==> config.mk <==
export PLATFORM = sky130hd
export DESIGN_NAME = mem_arbiter
export DESIGN_NICKNAME = d
export VERILOG_FILES = /design/src/rtl/cpu_consts_pkg.sv /design/src/rtl/mem_arbiter_pick.sv /design/src/rtl/mem_arbiter.sv
export SDC_FILE = /design/constraint.sdc
export NUM_CORES = 1
export LEC_CHECK = 0
export ABC_AREA = 1
export CAP_MARGIN = 5
export CORE_AREA = 3 3 208 210
export DETAILED_ROUTE_END_ITERATION = 12
export DIE_AREA = 0 0 211 213
export HOLD_SLACK_MARGIN = 0.03
export SETUP_SLACK_MARGIN = 0.02
export SLEW_MARGIN = 20
export SYNTH_ARGS = -nofsm -noshare
export SYNTH_HDL_FRONTEND = slang
export SYNTH_SLANG_ARGS = --single-unit
==> constraint.sdc <==
create_clock -name clk -period 2 [get_ports clk]
set_input_delay 0.4 -clock clk [delete_from_list [all_inputs] [get_ports clk]]
set_output_delay 0.4 -clock clk [all_outputs]
set_load 0.02 [all_outputs]
==> src/rtl/cpu_consts_pkg.sv <==
// Shared types and constants for the data-memory arbiter.
//   mem_arb_state_t : arbiter FSM states
//   mem_owner_t     : which requester owns the outstanding transaction
//   GNT_IF / GNT_DM : bit positions in the grant vector from mem_arb_pick
package cpu_consts;

    typedef enum logic [1:0] {
        ARB_IDLE  = 2'd0,
        ARB_ISSUE = 2'd1,
        ARB_WAIT  = 2'd2
    } mem_arb_state_t;

    typedef enum logic {
        OWNER_IF = 1'b0,
        OWNER_DM = 1'b1
    } mem_owner_t;

    localparam int GNT_IF = 0;
    localparam int GNT_DM = 1;

    function automatic mem_owner_t owner_of(input logic dm_win);
        return dm_win ? OWNER_DM : OWNER_IF;
    endfunction

endpackage

==> src/rtl/mem_arbiter_pick.sv <==
// Combinational winner selection for the data-memory arbiter.
// Build option: MEM_ARB_RR_EN selects round-robin on ties (the requester
// that did not win last time); otherwise DM always beats IF.
// Ports:
//   if_req, dm_req : raw request lines
//   last_owner     : owner of the most recent grant
//   grant          : one-hot (or zero) grant vector, bits GNT_IF / GNT_DM
module mem_arb_pick
    import cpu_consts::*;
(
    input  logic       if_req,
    input  logic       dm_req,
    input  mem_owner_t last_owner,
    output logic [1:0] grant
);

`ifdef MEM_ARB_RR_EN
    always_comb begin
        grant = '0;
        if (if_req && dm_req) begin
            if (last_owner == OWNER_DM) begin
                grant[GNT_IF] = 1'b1;
            end else begin
                grant[GNT_DM] = 1'b1;
            end
        end else begin
            grant[GNT_IF] = if_req;
            grant[GNT_DM] = dm_req;
        end
    end
`else
    // Fixed priority: the memory stage holds the older instruction.
    logic unused_last_owner;
    assign unused_last_owner = last_owner;

    always_comb begin
        grant = '0;
        if (dm_req) begin
            grant[GNT_DM] = 1'b1;
        end else if (if_req) begin
            grant[GNT_IF] = 1'b1;
        end
    end
`endif

endmodule

==> src/rtl/mem_arbiter.sv <==
// Shares one data-memory port between instruction fetch (IF) and the
// load/store unit (DM). One transaction outstanding at a time: grant in
// IDLE, one-cycle registered mem_req_o, wait for mem_rvalid_i, then pulse
// the owner's rvalid one cycle later.
// Build option: MEM_ARB_RR_EN (round-robin tie break, see mem_arb_pick).
// Ports:
//   clk, reset            : clock, synchronous active-high reset
//   if_req_i/if_addr_i    : fetch request; if_gnt_o comb grant pulse
//   if_rvalid_o/if_rdata_o: fetch data return
//   dm_req_i/dm_addr_i/dm_wr_i/dm_wr_data_i/dm_wr_strb_i : load/store request
//   dm_gnt_o, dm_rvalid_o/dm_rdata_o : grant, load data or store ack (data 0)
//   mem_req_o/mem_addr_o/mem_wr_o/mem_wr_data_o/mem_wr_strb_o : memory request
//   mem_rvalid_i/mem_rdata_i : memory response
//   spurious_rsp_o        : sticky, response seen while IDLE
module mem_arbiter
    import cpu_consts::*;
#(
    parameter int ADDR_W = 64,
    parameter int DATA_W = 64,
    parameter int STRB_W = DATA_W / 8
) (
    input  logic              clk,
    input  logic              reset,
    input  logic              if_req_i,
    input  logic [ADDR_W-1:0] if_addr_i,
    output logic              if_gnt_o,
    output logic              if_rvalid_o,
    output logic [DATA_W-1:0] if_rdata_o,
    input  logic              dm_req_i,
    input  logic [ADDR_W-1:0] dm_addr_i,
    input  logic              dm_wr_i,
    input  logic [DATA_W-1:0] dm_wr_data_i,
    input  logic [STRB_W-1:0] dm_wr_strb_i,
    output logic              dm_gnt_o,
    output logic              dm_rvalid_o,
    output logic [DATA_W-1:0] dm_rdata_o,
    output logic              mem_req_o,
    output logic [ADDR_W-1:0] mem_addr_o,
    output logic              mem_wr_o,
    output logic [DATA_W-1:0] mem_wr_data_o,
    output logic [STRB_W-1:0] mem_wr_strb_o,
    input  logic              mem_rvalid_i,
    input  logic [DATA_W-1:0] mem_rdata_i,
    output logic              spurious_rsp_o
);

    mem_arb_state_t state, state_nxt;
    mem_owner_t     owner, last_owner, grant_owner;
    logic [1:0]     pick_grant;
    logic           grant_any;
    logic           take_rsp;

    mem_arb_pick u_pick (
        .if_req     (if_req_i),
        .dm_req     (dm_req_i),
        .last_owner (last_owner),
        .grant      (pick_grant)
    );

    always_comb begin
        state_nxt = state;
        if_gnt_o  = 1'b0;
        dm_gnt_o  = 1'b0;
        take_rsp  = 1'b0;
        case (state)
            ARB_IDLE: begin
                // Grants are suppressed while reset is held so nothing is
                // handed out that the reset would immediately discard.
                if (!reset) begin
                    if_gnt_o = pick_grant[GNT_IF];
                    dm_gnt_o = pick_grant[GNT_DM];
                    if (|pick_grant) begin
                        state_nxt = ARB_ISSUE;
                    end
                end
            end
            ARB_ISSUE: begin
                // Zero-latency memory may answer in the issue cycle.
                if (mem_rvalid_i) begin
                    take_rsp  = 1'b1;
                    state_nxt = ARB_IDLE;
                end else begin
                    state_nxt = ARB_WAIT;
                end
            end
            ARB_WAIT: begin
                if (mem_rvalid_i) begin
                    take_rsp  = 1'b1;
                    state_nxt = ARB_IDLE;
                end
            end
            default: state_nxt = ARB_IDLE;
        endcase
    end

    assign grant_any   = if_gnt_o | dm_gnt_o;
    assign grant_owner = owner_of(dm_gnt_o);

    always_ff @(posedge clk) begin
        if (reset) begin
            state          <= ARB_IDLE;
            owner          <= OWNER_IF;
            last_owner     <= OWNER_IF;
            mem_req_o      <= 1'b0;
            mem_addr_o     <= '0;
            mem_wr_o       <= 1'b0;
            mem_wr_data_o  <= '0;
            mem_wr_strb_o  <= '0;
            if_rvalid_o    <= 1'b0;
            if_rdata_o     <= '0;
            dm_rvalid_o    <= 1'b0;
            dm_rdata_o     <= '0;
            spurious_rsp_o <= 1'b0;
        end else begin
            state     <= state_nxt;
            mem_req_o <= grant_any;

            if (grant_any) begin
                owner      <= grant_owner;
                last_owner <= grant_owner;
                if (dm_gnt_o) begin
                    mem_addr_o    <= dm_addr_i;
                    mem_wr_o      <= dm_wr_i;
                    mem_wr_data_o <= dm_wr_data_i;
                    mem_wr_strb_o <= dm_wr_strb_i;
                end else begin
                    mem_addr_o    <= if_addr_i;
                    mem_wr_o      <= 1'b0;
                    mem_wr_data_o <= '0;
                    mem_wr_strb_o <= '0;
                end
            end

            if_rvalid_o <= take_rsp && (owner == OWNER_IF);
            dm_rvalid_o <= take_rsp && (owner == OWNER_DM);
            if_rdata_o  <= (take_rsp && owner == OWNER_IF) ? mem_rdata_i : '0;
            // Store acknowledge carries no data.
            dm_rdata_o  <= (take_rsp && owner == OWNER_DM && !mem_wr_o) ? mem_rdata_i : '0;

            if (mem_rvalid_i && state == ARB_IDLE) begin
                spurious_rsp_o <= 1'b1;
            end
        end
    end

endmodule

# After elaboration in Yosys (flattened, before gate mapping)
# Index checks and enable logic that the tools add are counted.
# Widths: inputs -> output; s select.
# op_classes
n_bitwise,4
n_eq_ne,4
reduce_logical,11
n_mux,18
# op_table
op,count
$mux 64,2
$mux 1,11
$mux 8,1
$reduce_or 2->1,4
$mux 2,3
$pmux 2 s3,1
$logic_and 1x1->1,4
$ne 2x2->1 const B,2
$not 1->1,3
$eq 2x1->1 const B,1
$eq 2x2->1 const B,1
$logic_not 2->1,1
$reduce_and 2->1,1
$logic_not 1->1,1
$or 1x1->1,1
# word_totals
input_bits,270
reg_bits,272
word_cells,49

# Logic depth before layout (Yosys ltp)
# Gate-level depths: netlist (run 1).
# logic_depth
ltp_word,7
depth_mapped,11
ltp_nobuf,9

# Modules after synthesis
# From an unflattened synthesis (run 1), not the netlist that was laid out.
# unflattened
hier_cells,1323
hier_area_um2,10014.6
# by_module_without_submodules
module,area_each_um2,seq_area_each_um2,cells_each,n_inst
mem_arbiter,9997.1,5445.2,1320,1
mem_arb_pick,17.5,0.0,3,1

# Least setup slack after synthesis (run 1)
# No wires, ideal clock.
# synth_path
path_kind,register to output
from,register state[0]
to,output port if_gnt_o
t_required_ns,1.600
slack_ns,0.333
t_arrival_ns,1.267
stages_incl_launch_ff,7
cell_sequence,dfxtp_1 > inv_1 > ha_1 > buf_2 > buf_2 > nand3_1 > nor2_1
# synth_via
elab_chain_cells,2
# synth_lines
item,line_no,source
"start, declared",mem_arbiter.sv:47,"mem_arb_state_t state, state_nxt;"
"start signal, assigned",mem_arbiter.sv:115,state <= state_nxt;
$logic_not 2->1,mem_arbiter.sv:65,case (state)
$mux 1,mem_arbiter.sv:65,
"end, declared",mem_arbiter.sv:26,"output logic if_gnt_o,"
# No other way between the ends.

# Worst setup path after layout (run 1)
# layout_path
from,register state[1]
to,output port dm_gnt_o
# layout_via
elab_chain_cells,2
# layout_lines
item,line_no,source
$logic_not 2->1,mem_arbiter.sv:65,
$mux 1,mem_arbiter.sv:65,
"end, declared",mem_arbiter.sv:34,"output logic dm_gnt_o,"
# No other way between the ends.

==> results of run 1 <==
[cell type report]
type	count	area share
diodes	2	0.000297
flip-flops and latches	272	0.323
repair buffers	584	0.350
clock inverters	5	0.00497
inverters	201	0.0451
well taps	539	0.0400
clock buffers	44	0.0512
multi-input cells	699	0.185
[per-layer routing]
layer	part of all wire	wire length, um
met5	0	0
met4	0.031	1180
met2	0.49	18500
met1	0.39	14900
met3	0.086	3250
[worst paths after layout]
path	from	slack [ps]	end
worst max register to register	state[1]	170	mem_addr_o[58]
worst max-delay path	state[1]	30	dm_gnt_o
worst min register to register	mem_wr_data_o[1]	460	mem_wr_data_o[1]
worst min-delay path	reset	270	mem_addr_o[45]
[logic make-up (layout without fill, tap and decap cells)]
family / Yosys count / count (layout) / synth area share
DFF: 272 / 272 / 0.558
buffers and inverters: 287 / 834 / 0.125
adders and majority gates: 4 / 4 / 0.00513
and+or+nand+nor: 556 / 556 / 0.241
AOI/OAI and AO/OA: 139 / 139 / 0.0713
other: 0 / 2 / 0
[power breakdown]
group          internal, uW  total, uW  switching, uW
clock                  3100       5290           2190
combinational          1180       2430           1250
sequential             5670       5780            109
[sequential cells by signal (all words and copies together) (netlist names)]
name and cells:
owner 1, if_rdata_o 64, state 2, dm_rdata_o 64
spurious_rsp_o 1, if_rvalid_o 1, mem_wr_strb_o 8, mem_wr_data_o 64
mem_addr_o 64, mem_wr_o 1, dm_rvalid_o 1, mem_req_o 1
[cells in the final DEF (no fill, tap or decap), types with 31 or more instances in the layout]
cell type,n
dlymetal6s2s_1,35
a21oi_1,139
inv_1,196
nor2_1,135
nand3_1,66
dfxtp_1,270
clkbuf_16,31
dlygate4sd2_1,43
nand4_1,64
nand2_1,284
clkdlybuf4s50_1,458
buf_4,34
[worst max-delay path, delay by kind of cell, from the launching register on]
kind                       cells  cell delay [ps]
buffers and inverters          4              410
adders and majority gates      1              150
and+or+nand+nor                1              120
DFF                            1              330
[through the flow]
| stage | power, uW | setup slack (ps) |
|---|---|---|
| after floorplan | 6970 | 333 |
| after global placement | 8290 | -180 |
| after detailed placement | 8310 | -125 |
| after CTS | 13700 | -12.4 |
| after global routing | 14200 | -65.2 |
| final | 13500 | 33.6 |
[timing repair]
item                       in CTS  in global routing
setup endpoints to repair      45                 45
buffers inserted                7                  1
pin swaps                       1                  0
hold buffers                    0                  0
gates resized for setup        56                 37
gates cloned                    0                  1
==> run summary, run 1 <==
The flow ran to the end, and the final reports show no timing, DRC or antenna violations. The number of endpoints with negative hold slack in the final report is 0. The critical path data required time came out at 1600 ps. The cell at the slowest stage of the critical path is dfxtp_2. The hold path depth is 3. The number of nets in the layout came out at 2062.

The clock latency on the worst-skew pair came out at 580 ps. Counting tap cells, the placed design contains a total of 2286 instances. The synthesized netlist contains 19 unique library cells. In this run the power density over the cells is 800 nW/um^2. The number of vias after detailed routing came out at 9936. met2 is the most crowded layer. The final sum of negative setup slack came out at 0 ps. The reported max-cap violation count is 0. The number of flops mapped to enable cells by yosys came out at 0. The global-route met1 utilization came out at 0.187. The number of DRC markers in iteration 0 came out at 623. The initial standard-cell utilization of the core came out at 0.234. The total setup violations reported at the end of the flow is 0.

The worst setup path is captured at an output port. In the synthesized netlist the async set-or-reset flop fraction comes to 0. The CTS tree is done. The maximum level of the CTS H-tree came out at 1.

The overall routing resource usage is 0.156. Counting the buffers created by CTS gives 30. Counting along the longest clock path gives a buffer depth of 3. The net count of the mapped netlist came out at 1532. The sequential cells in the finished layout cover a total of 5450 um^2.

The most frequently used flop master after synthesis is dfxtp_1. The mean instance size in the synthesized netlist is 7.76 um^2. The cell type with the highest occurrence count on the critical path is buf_6. Yosys printed 0 warnings. The number of cells on the worst reg-to-reg path came out at 10. The transition time at the pin with the least slew margin is 774 ps. STA classifies the critical path startpoint as a register. The die is 213 um tall. Compared with the post-synthesis result, the final layout area differs by 72.7%.

Dividing the final minimum period by the clock period gives 0.983. Setup repair after global routing could not meet its margin everywhere. The wire length reported by the detailed router came out at 37800 um.

The top-area cell type share of the netlist area is 0.558. Before antenna repair, the detailed router went through 6 iterations. The worst setup path is of the reg -> out kind. The data arrival at the endpoint of the critical path is 1570 ps. By area the synthesized netlist is led by dfxtp_1, nand2_1, inv_1. Final hold analysis gives a worst-case slack of 267 ps. Of the synthesized area, sequential elements account for 0.558. The filler cells instantiated in the layout total 4234. The area occupied by multi-input gates came out at 3120 um^2.

The core region is 41800 um^2. The timing-limited maximum frequency is 509 MHz. The count of boundary I/O pins is 541.

The cell sitting at the root of the clock tree is a clkbuf_16. The maximum fanout along the worst path is 2. In this run the cell area of the synthesized design comes to 9760 um^2. The remaining antenna violation count came out at 0. Ranked by instance count, the synthesized netlist is headed by nand2_1, dfxtp_1, inv_1, a21oi_1, nor2_1. The ratio of routed vias to standard cells is 4.24. The placement-stage cell area is 15800 um^2.

At the end of routability-driven placement, the weighted congestion stood at 0.803. The pin count of the biggest net entering global routing is 68. The number of antenna violations at the first check in global routing is 2. Of all cell types, the one taking the most synthesized area is dfxtp_1. The number of sinks handled by clock tree synthesis came out at 272. After clock tree synthesis, the clock-pin slew on the worst setup and hold paths is 60 ps.

In the post-synthesis netlist, the cell with the most instances is nand2_1. In the routed design, unresolved DRC markers number 0. The ratio of cells with drive above 1 in the final layout came out at 0.0565. The met3 routing resource usage after global routing came out at 0.0423.

The final critical-path required period came out at 1970 ps. The worst-case vdd ir drop came out at 0.627 mV. The die area came out at 44900 um^2. The summed area of non-filler cells in the final layout came out at 16900 um^2. The quantity of I/O buffers inserted on ports came out at 540. The post-synthesis sequential element count is 272. The number of global-route vias before repair is 9759. The total count of max-transition violations in the final report is 0. The cell count after synthesis came out at 1258. Clock skew on the completed layout was measured at 22.5 ps.

The total overflow reported by the global router is 0. The signal on the critical path passes through inv_2 > ha_4 > buf_6 > nand3_4 > inv_4 > buf_6. The wire length of the first global-routing pass came out at 55800 um.

The core utilization of the finished layout came out at 0.404. Summed over all cells, the static leakage comes to 0.00784 uW. The worst slew slack as a fraction of its limit came out at 0.484.

The width of the die is 211 um. The half-perimeter wire length after detailed placement is 27900 um. For this run, the number of standard cells in the final layout without fillers is 2346. The met2 usage came out at 0.269. On the worst path, the slowest cell contributes a delay of 330 ps. The worst min-delay path class is in -> reg. The average wire per cell in the routed design is 16.1 um. The number of standard-cell rows in the floorplan is 75.
Note: power is estimated with default switching activity, not from simulation.
==> run 2, diff against run 1 <==
--- a/config.mk
+++ b/config.mk
@@ -6,6 +6,7 @@
 export NUM_CORES = 1
 export LEC_CHECK = 0
 export ABC_AREA = 1
+export ABC_CLOCK_PERIOD_IN_PS = 2000
 export CAP_MARGIN = 5
 export CORE_AREA = 3 3 208 210
 export DETAILED_ROUTE_END_ITERATION = 12
==> results of run 2 <==
Same layout as run 1: the final DEF is identical, and so are final timing and power.
